--- src/rtl/count_seq_pkg.sv ---
// rtl/count_seq_pkg.sv - shared types and default sizes for the count sequencer
// Purpose: state encoding and default widths used by count_sequencer and tick_gen.
// Ports: none (package).
package count_seq_pkg;

   localparam int COUNT_WIDTH_DEF = 8;
   localparam int PRESCALE_W_DEF  = 8;

   typedef enum logic [1:0] {
      IDLE = 2'd0,
      RUN  = 2'd1,
      HOLD = 2'd2,
      DONE = 2'd3
   } state_t;

endpackage

--- src/rtl/count_sequencer_tick_gen.sv ---
// rtl/count_sequencer_tick_gen.sv - prescaler that paces count increments
// Purpose: counts enabled cycles and flags every (ps+1)-th one as an increment.
// Ports:
//   clock, reset_n : clock, synchronous active-low reset
//   clear          : synchronously zeroes the prescaler counter
//   run            : advance the prescaler this edge (frozen when low)
//   ps             : prescaler reload value, increment every ps+1 enabled cycles
//   inc            : combinational, this edge is an increment edge
//   tick           : registered one-cycle pulse following each increment edge
module tick_gen
   import count_seq_pkg::*;
#(
   parameter int PRESCALE_W = PRESCALE_W_DEF
) (
   input  logic                  clock,
   input  logic                  reset_n,
   input  logic                  clear,
   input  logic                  run,
   input  logic [PRESCALE_W-1:0] ps,
   output logic                  inc,
   output logic                  tick
);

   logic [PRESCALE_W-1:0] pcnt;

   assign inc = run && (pcnt == ps);

   always_ff @(posedge clock) begin
      if (!reset_n) begin
         pcnt <= '0;
         tick <= 1'b0;
      end else begin
         tick <= inc;
         if (clear) begin
            pcnt <= '0;
         end else if (run) begin
            pcnt <= inc ? '0 : pcnt + PRESCALE_W'(1);
         end
      end
   end

endmodule

--- src/rtl/count_sequencer.sv ---
// rtl/count_sequencer.sv - start/stop/hold sequencer for an up-counter
// Purpose: runs count from 0 to a latched terminal value at a latched prescaled
// rate, with hold (freeze) and stop (abort, count kept).
// Optional macro COUNT_SEQ_AUTORELOAD_EN adds auto_reload: at the terminal
// increment the count wraps to 0, done pulses and the run continues.
// Ports:
//   clock, reset_n     : clock, synchronous active-low reset
//   start, stop, hold  : level controls (start only honoured in IDLE)
//   terminal, prescale : run parameters, latched when start is accepted
//   auto_reload        : (macro only) repeat the run instead of stopping
//   count              : current count
//   tick               : one-cycle pulse per increment
//   busy               : run in progress (RUN or HOLD)
//   done               : one-cycle pulse when terminal is reached
module count_sequencer
   import count_seq_pkg::*;
#(
   parameter int WIDTH      = COUNT_WIDTH_DEF,
   parameter int PRESCALE_W = PRESCALE_W_DEF
) (
   input  logic                  clock,
   input  logic                  reset_n,
   input  logic                  start,
   input  logic                  stop,
   input  logic                  hold,
   input  logic [WIDTH-1:0]      terminal,
   input  logic [PRESCALE_W-1:0] prescale,
`ifdef COUNT_SEQ_AUTORELOAD_EN
   input  logic                  auto_reload,
`endif
   output logic [WIDTH-1:0]      count,
   output logic                  tick,
   output logic                  busy,
   output logic                  done
);

   state_t                state, state_nxt;
   logic [WIDTH-1:0]      term_r;
   logic [PRESCALE_W-1:0] ps_r;
   logic                  accept;
   logic                  run;
   logic                  inc;
   logic                  last_inc;
   logic                  reload;

   assign accept   = (state == IDLE) && start && !stop;
   // HOLD is just RUN with the prescaler frozen, so the first edge with hold
   // low already advances; exactly one cycle is lost per held edge.
   assign run      = ((state == RUN) || (state == HOLD)) && !stop && !hold;
   // term_r is at least 1 whenever run is high, so the subtraction cannot wrap.
   assign last_inc = inc && (count == term_r - WIDTH'(1));

`ifdef COUNT_SEQ_AUTORELOAD_EN
   logic reload_done;
   assign reload = last_inc && auto_reload;
   assign done   = (state == DONE) || reload_done;

   always_ff @(posedge clock) begin
      if (!reset_n) begin
         reload_done <= 1'b0;
      end else begin
         reload_done <= reload;
      end
   end
`else
   assign reload = 1'b0;
   assign done   = (state == DONE);
`endif

   assign busy = (state == RUN) || (state == HOLD);

   tick_gen #(
      .PRESCALE_W (PRESCALE_W)
   ) u_tick_gen (
      .clock   (clock),
      .reset_n (reset_n),
      .clear   (accept),
      .run     (run),
      .ps      (ps_r),
      .inc     (inc),
      .tick    (tick)
   );

   always_comb begin
      state_nxt = state;
      case (state)
         IDLE: begin
            if (accept) begin
               state_nxt = (terminal == '0) ? DONE : RUN;
            end
         end
         RUN, HOLD: begin
            if (stop) begin
               state_nxt = IDLE;
            end else if (hold) begin
               state_nxt = HOLD;
            end else if (last_inc && !reload) begin
               state_nxt = DONE;
            end else begin
               state_nxt = RUN;
            end
         end
         DONE: begin
            state_nxt = IDLE;
         end
         default: begin
            state_nxt = IDLE;
         end
      endcase
   end

   always_ff @(posedge clock) begin
      if (!reset_n) begin
         state  <= IDLE;
         count  <= '0;
         term_r <= '0;
         ps_r   <= '0;
      end else begin
         state <= state_nxt;
         if (accept) begin
            term_r <= terminal;
            ps_r   <= prescale;
            count  <= '0;
         end else if (inc) begin
            count <= reload ? '0 : count + WIDTH'(1);
         end
      end
   end

endmodule

--- config.mk ---
export PLATFORM = sky130hd
export DESIGN_NAME = count_sequencer
export DESIGN_NICKNAME = d
export VERILOG_FILES = /design/src/rtl/count_seq_pkg.sv /design/src/rtl/count_sequencer_tick_gen.sv /design/src/rtl/count_sequencer.sv
export SDC_FILE = /design/constraint.sdc
export NUM_CORES = 1
export LEC_CHECK = 0
export BUFFER_PORTS_ARGS = -buffer_cell sky130_fd_sc_hd__buf_2
export CAP_MARGIN = 15
export CORE_AREA = 2 2 70 72
export CTS_BUF_LIST = sky130_fd_sc_hd__clkbuf_4 sky130_fd_sc_hd__clkbuf_8
export DETAILED_ROUTE_END_ITERATION = 8
export DIE_AREA = 0 0 72 74
export GPL_TIMING_DRIVEN = 0
export PLACE_DENSITY_LB_ADDON = 0.08
export SLEW_MARGIN = 10
export SYNTH_ARGS = -nofsm -noshare
export SYNTH_HDL_FRONTEND = slang
export SYNTH_HIERARCHICAL = 1
export SYNTH_SLANG_ARGS = --single-unit
--- constraint.sdc ---
create_clock -name clock -period 3 [get_ports clock]
set_input_delay 0.75 -clock clock [delete_from_list [all_inputs] [get_ports clock]]
set_output_delay 0.75 -clock clock [all_outputs]
set_load 0.01 [all_outputs]
==> impl_metrics.json, run 1 <==
{
  "avgSynthCellArea_sq_um": 8.433,
  "place_hpwl_um": 3147,
  "max_freq_mhz": 377.6,
  "cts_sinks": 35,
  "syn-instance-count": 223,
  "tns_ns": 0,
  "routed_wl_um": 4065,
  "drive_above_1_share_pct": 18.85,
  "skew_ns": 0.002862,
  "cpMaxStageDelayCell": "dfxtp_1",
  "worstHoldPathCells": 2,
  "cts_tree": "built",
  "pin_count": 32,
  "slew_headroom_pct": 66.85,
  "ys_seq_area_share_pct": 37.26,
  "core_sq_um": 4598,
  "grt_usage_pct": 16.55,
  "irDropWorstVdd_mv": 0.1867,
  "antenna_found_initial": 0,
  "rsz0062_at_grt": "false",
  "area_growth_pct": 16.17,
  "ctsHtreeMaxLevel": 2,
  "cp.required_ns": 3.17,
  "nets": 288,
  "numCtsBuffers": 5,
  "arrival_ns": 2.81,
  "die_w_um": 72,
  "grt_pass1_wl_um": 6851,
  "leakage_nw": 0.8499,
  "finalSetupViolations": 0,
  "ys_ff_latch": 35,
  "synth_area_sq_um": 1881,
  "start_kind": "flop",
  "synth-edff-count": 0,
  "die_area_sq_um": 5328,
  "async_flop_share_pct": 0,
  "place_area_sq_um": 2103,
  "place_congestion": 0.8132,
  "synthFlopType": "dfxtp_1",
  "n_antenna_cell": 0,
  "crit_cells": 12,
  "crit_fanout": 8,
  "p_per_area_nw_per_um2": 435.4,
  "slowest_delay_ns": 0.41,
  "root_buffer": "clkbuf_8",
  "crit_family": "simple AND/OR/NAND/NOR gates",
  "worstSetupPathType": "reg2reg",
  "syn-num-nets": 250,
  "clock_path_buffers": 2,
  "ant_nets": 0,
  "path_buf_inv": 3,
  "synth_top_area_cell": "dfxtp_1",
  "drt_iter0_markers": 58,
  "overflow": 0,
  "worstMarginPinSlew_ns": 0.4910,
  "grt_max_degree": 11,
  "die_y_um": 74,
  "n_fill_cell": 476,
  "drt_first_pass_iters": 4,
  "synth_area_leaders": "dfxtp_1 (37%), xnor2_1 (9.8%), nand2_1 (9.2%), nor2_1 (5.0%), xor2_1 (4.7%)",
  "port_buffers": 31,
  "final_max_slew_viol_count": 0,
  "num_rows": 25,
  "endpoint_kind": "flop",
  "fin_util_pct": 47.51,
  "synth_top_area_share_pct": 37.26,
  "start_util_pct": 40.90,
  "period_share_pct": 88.27,
  "finalCriticalPeriod_ns": 2.648,
  "path_cells": "inv_1 -> ha_1 -> nor3b_2 -> buf_2 -> nand4_2 -> nor3_1 -> buf_2 -> nand4_1 -> nor2_1 -> nand3_1 -> xor2_1 -> nor2_1",
  "drv_cap": 0,
  "yosys_warnings": 6,
  "wl_per_cell_um": 12.95,
  "cts.reportedPaths.clkPinSlew_ns": 0.07,
  "outcome": "finished, final reports clean",
  "hp-class": "reg2reg",
  "fin_area_sq_um": 2185,
  "vias": 1584,
  "rr_worst_depth": 12,
  "avgViaCountPerCell": 5.045,
  "grt_pass1_vias": 1441,
  "remaining_drc_errors": 0,
  "synth_cell_types": 41,
  "final_hold_viol_count": 0,
  "clkLatencyLatePin_ns": 0.28
}
area by class of cell:
class | instances | area, sq um | area share, %
Buffer | 7 | 31.28 | 1.432
Inverter | 7 | 26.28 | 1.203
Multi-Input combinational cell | 174 | 1127 | 51.60
Sequential cell | 35 | 700.7 | 32.07
Clock buffer | 6 | 76.32 | 3.494
Tap cell | 54 | 67.56 | 3.093
Timing Repair Buffer | 31 | 155.1 | 7.102
where the power goes:
| part | leakage [nW] | internal (mW) | switching [mW] |
|---|---|---|---|
| Clock | 0.0406 | 0.164 | 0.154 |
| Combinational | 0.526 | 0.0618 | 0.0762 |
| Sequential | 0.284 | 0.479 | 0.0164 |
| Total | 0.850 | 0.704 | 0.247 |
synthesized netlist by cell type (2+ instances only):
library cell	instances
o311ai_0	2
ha_1	6
nor2_1	25
o21ai_1	2
nand2_1	46
nor3b_1	2
nand4_1	9
inv_1	5
nor3_1	4
clkbuf_1	3
xnor2_1	21
inv_2	2
a21oi_1	2
a21boi_1	10
xor2_1	10
nand3_1	3
a21boi_0	6
nand2b_1	3
nor4b_1	2
dfxtp_1	35
buf_2	4
a211oi_1	2
layer usage:
metal  global-route usage [%]  vias up  share of wire [%]
li1                         -      829                  -
met3                    4.878        2                5.2
met4                    4.822        0               0.47
met1                    23.50      720                 55
met5                        0        -                  0
met2                    24.38       33                 39
registers in the layout (all words and copies together) (netlist names):
signal           flops
count                8
ps_r                 8
state                2
term_r               8
u_tick_gen/pcnt      8
u_tick_gen/tick      1
logic make-up (layout without fill, tap and decap cells):
| group | Yosys count | count (layout) | synth area share [%] |
|---|---|---|---|
| adders and majority gates | 6 | 6 | 3.992 |
| muxes | 1 | 1 | 0.5323 |
| and+or+nand+nor | 103 | 103 | 26.35 |
| xor gates and xnor gates | 32 | 32 | 15.30 |
| buffers and inverters | 14 | 51 | 3.061 |
| AOI/OAI and AO/OA | 32 | 32 | 13.51 |
| DFF | 35 | 35 | 37.26 |
cell usage in the layout (no fill, tap or decap), types with 2 or more instances in the layout:
master | Yosys | layout
clkbuf_8 | 0 | 5
nand2b_1 | 3 | 3
clkbuf_1 | 3 | 3
buf_2 | 4 | 35
o21ai_1 | 2 | 2
a21boi_0 | 6 | 6
a21boi_1 | 10 | 10
nand2_1 | 46 | 46
dfxtp_1 | 35 | 35
nor2_1 | 25 | 25
a21oi_1 | 2 | 2
inv_1 | 5 | 5
xor2_1 | 10 | 10
o311ai_0 | 2 | 2
xnor2_1 | 21 | 21
a211oi_1 | 2 | 2
nand4_1 | 9 | 9
inv_2 | 2 | 2
nand3_1 | 3 | 3
ha_1 | 6 | 6
nor4b_1 | 2 | 2
nor3_1 | 4 | 4
tightest hold or removal path, stage by stage (launching register included):
cell      delay (ns)
dfxtp_1         0.32
nand2_1         0.05
a21boi_1        0.05
repair_timing:
item	in CTS	in global routing
hold buffers	0	0
setup endpoints to repair	0	1
endpoints found under the hold margin	0	0
resized for setup	0	1
buffers inserted	0	0
final timing paths:
path,from,slack (ns),to
min,ps_r[3],0.47,ps_r[3]
min reg2reg,ps_r[3],0.47,ps_r[3]
max,state[1],0.35,count[7]
max reg2reg,state[1],0.35,count[7]
stage by stage:
stage	hold WS, ns	setup WS [ns]	std cells	total power [mW]
after CTS	0.4728	0.2711	314	0.9660
after detailed placement	0.4632	0.2178	308	0.6441
after global routing	0.4878	0.08999	314	1.002
after global placement	0.4582	0.1895	308	0.6443
after floorplan	0.4483	0.6011	223	0.6008
final	0.4661	0.3518	314	0.9511
(Power assumes the default switching activity.)
==> inputs of run 2 (changes only) <==
ABC_AREA = 1   (was default)
CORE_AREA = 2 2 72 74   (was 2 2 70 72)
DIE_AREA = 0 0 74 76   (was 0 0 72 74)
MAX_ROUTING_LAYER = met4   (was default)
==> run 2 against run 1 <==
Against the previous run:
- register-to-register slack worse by 0.05 ns
- setup slack worse by 0.047 ns
- sequential share of layout area is 1.3 points lower
- sequential power is 16% higher
- hold slack gained 0.040 ns
- maximum frequency shrank 1.8%
- clock skew is 0.0045 ns higher
- die area rose by 5.6%
- first-iteration DRC count grew 33%
- design area increased by 4.4%
- critical endpoint unchanged
- highest routed layer unchanged
==> impl_metrics.json, run 2 <==
{
  "outcome": "finished, final reports clean",
  "clkLatencyLatePin_ns": 0.29,
  "drt_first_pass_iters": 6,
  "overflow": 0,
  "yosys_warnings": 6,
  "remaining_drc_errors": 0,
  "met2_length_um": 1763,
  "crit_family": "simple AND/OR/NAND/NOR gates",
  "wl_per_cell_um": 11.06,
  "fin_util_pct": 46.41,
  "worstHoldPathCells": 2,
  "arrival_ns": 2.87,
  "hp-class": "reg2reg",
  "worstSetupPathType": "reg2reg",
  "root_buffer": "clkbuf_8",
  "postCtsSetupRepairBufs": 0,
  "slew_headroom_pct": 69.15,
  "die_w_um": 74,
  "rsz0062_at_grt": "false",
  "ys_ff_latch": 35,
  "grt_usage_pct": 17.42,
  "max_freq_mhz": 371.0,
  "crit_fanout": 7,
  "num_rows": 26,
  "skew_ns": 0.007346,
  "syn-num-nets": 314,
  "grt_pass1_wl_um": 7445,
  "synth_area_leaders": "dfxtp_1 (36%), nand2_1 (12%), nor2_1 (9.1%), inv_1 (6.6%), ha_1 (3.9%)",
  "die_area_sq_um": 5624,
  "cts_hold_buffers": 0,
  "drive_above_1_share_pct": 19.33,
  "avgViaCountPerCell": 4.523,
  "synth_area_sq_um": 1946,
  "leakage_nw": 1.027,
  "layout_common_cells": "nand2_1 (61), nor2_1 (46), dfxtp_1 (35), inv_1 (34), buf_2 (32)",
  "avgSynthCellArea_sq_um": 6.779,
  "clock_path_buffers": 2,
  "p_per_area_nw_per_um2": 613.7,
  "n_antenna_cell": 0,
  "antenna_found_initial": 0,
  "slowest_delay_ns": 0.37,
  "vias": 1791,
  "finalSetupViolations": 0,
  "async_flop_share_pct": 0,
  "die_y_um": 76,
  "routed_wl_um": 4379,
  "area_growth_pct": 17.17,
  "ctsResizeCount": 0,
  "cts.reportedPaths.clkPinSlew_ns": 0.08,
  "core_sq_um": 4912,
  "drv_cap": 0,
  "grt_pass1_vias": 1625,
  "worstReg2RegStart": "state[1]",
  "pin_count": 32,
  "worstMarginPinSlew_ns": 0.4628,
  "grt_max_degree": 12,
  "drt_iter0_markers": 77,
  "synth_top_area_share_pct": 36.01,
  "highest_layer": "met4",
  "synth.most_common_cell": "nand2_1",
  "cp.required_ns": 3.17,
  "numCtsBuffers": 5,
  "synth_cell_types": 31,
  "rr_worst_depth": 13,
  "path_cells": "inv_1 -> ha_1 -> nand2_1 -> nor2_1 -> nand4_1 -> nor2_2 -> nand2_2 -> nor3_2 -> nand2_1 -> nor2_2 -> nand2_1 -> nor3b_2 -> nor3_2",
  "finalCriticalPeriod_ns": 2.696,
  "ys_seq_area_share_pct": 36.01,
  "synth_top_area_cell": "dfxtp_1",
  "path_buf_inv": 1,
  "min_from": "term_r[1]",
  "synthFlopType": "dfxtp_1",
  "final_hold_viol_count": 0,
  "start_util_pct": 39.61,
  "whs_endpoint": "term_r[1]",
  "synth_common_cells": "nand2_1 (61), nor2_1 (47), dfxtp_1 (35)",
  "path_common_cell": "nand2_1",
  "irDropWorstVdd_mv": 0.3147,
  "tns_ns": 0,
  "period_share_pct": 89.85,
  "fin_area_sq_um": 2280,
  "met3WireLength_um": 214,
  "synth-edff-count": 0,
  "cts_sinks": 35,
  "ctsHtreeMaxLevel": 2,
  "cts_tree": "built",
  "whs_ns": 0.5065,
  "met1_length_um": 2380,
  "endpoint_kind": "flop",
  "cpMaxStageDelayCell": "dfxtp_1",
  "r2r-end": "count[7]",
  "start_kind": "flop",
  "place_congestion": 0.8281,
  "ant_nets": 0,
  "port_buffers": 31,
  "final_common_cell": "nand2_1",
  "r2r_slack_ns": 0.30,
  "final_max_slew_viol_count": 0,
  "place_area_sq_um": 2188,
  "place_hpwl_um": 3483,
  "nets": 352,
  "syn-instance-count": 287
}
run 2: cell count changes after synthesis, sizes merged, moves of 3 or more:
cell | previous run | this run
a21boi | 16 | 0
inv | 7 | 37
nand2b | 3 | 0
xnor2 | 21 | 5
nand2 | 46 | 64
buf | 4 | 1
nand3 | 4 | 16
nor2 | 25 | 56
a21oi | 2 | 11
nor3 | 4 | 9
o311ai | 3 | 0
o21ai | 2 | 22
xor2 | 11 | 7
nand4 | 10 | 4
run 2: kinds of logic after synthesis:
| logic type | share of synthesized area, % |
|---|---|
| AOI/OAI and AO/OA | 9.197 |
| adders and majority gates | 3.858 |
| xor gates and xnor gates | 5.402 |
| DFF | 36.01 |
| buffers and inverters | 8.359 |
| and+or+nand+nor | 37.17 |
run 2: worst max path at each step:
stage                   from        to  slack [ns]  cells past startpoint
floorplan               stop  count[7]        0.62                     12
global placement        stop  count[7]        0.04                     13
detailed placement      stop  count[7]        0.05                     13
CTS                 state[1]  count[7]        0.18                     13
global route        state[1]  count[7]       0.007                     13
finish              state[1]  count[7]        0.30                     13
run 2: per-layer routing:
metal | global-route usage (%) | vias to the layer above
met5 | - | -
met3 | 4.497 | 2
met4 | 4.364 | 0
li1 | - | 983
met2 | 24.11 | 44
met1 | 25.23 | 762
run 2: stage by stage:
stage | cells | worst slack [ns] | power, mW
after floorplan | 287 | 0.6166 | 0.9454
after detailed placement | 388 | 0.05195 | 1.062
after CTS | 396 | 0.1776 | 1.418
after global routing | 396 | 0.006678 | 1.528
final | 396 | 0.3044 | 1.399
after global placement | 388 | 0.04007 | 1.057
run 2: final cells by class:
cell class                 count  area [sq um]
sequential                    35         700.7
buffer                         5         20.02
clock buffer                   6         76.32
multi-input combinational    209          1085
tap                           70         87.58
timing repair buffer          31         155.1
clock inverter                 2         12.51
fill                         553          2633
inverter                      38         142.6
run 2: tightest hold or removal path: cells and delay by family (launching register included):
family | cells | cell delay (ns)
DFF | 1 | 0.33
buffers and inverters | 1 | 0.08
AOI/OAI and AO/OA | 1 | 0.06
run 2: where the power goes:
group / leakage (nW) / internal, mW / switching, mW
Combinational: 0.697 / 0.183 / 0.296
Clock: 0.0446 / 0.171 / 0.177
Sequential: 0.285 / 0.522 / 0.0498
Total: 1.03 / 0.877 / 0.523
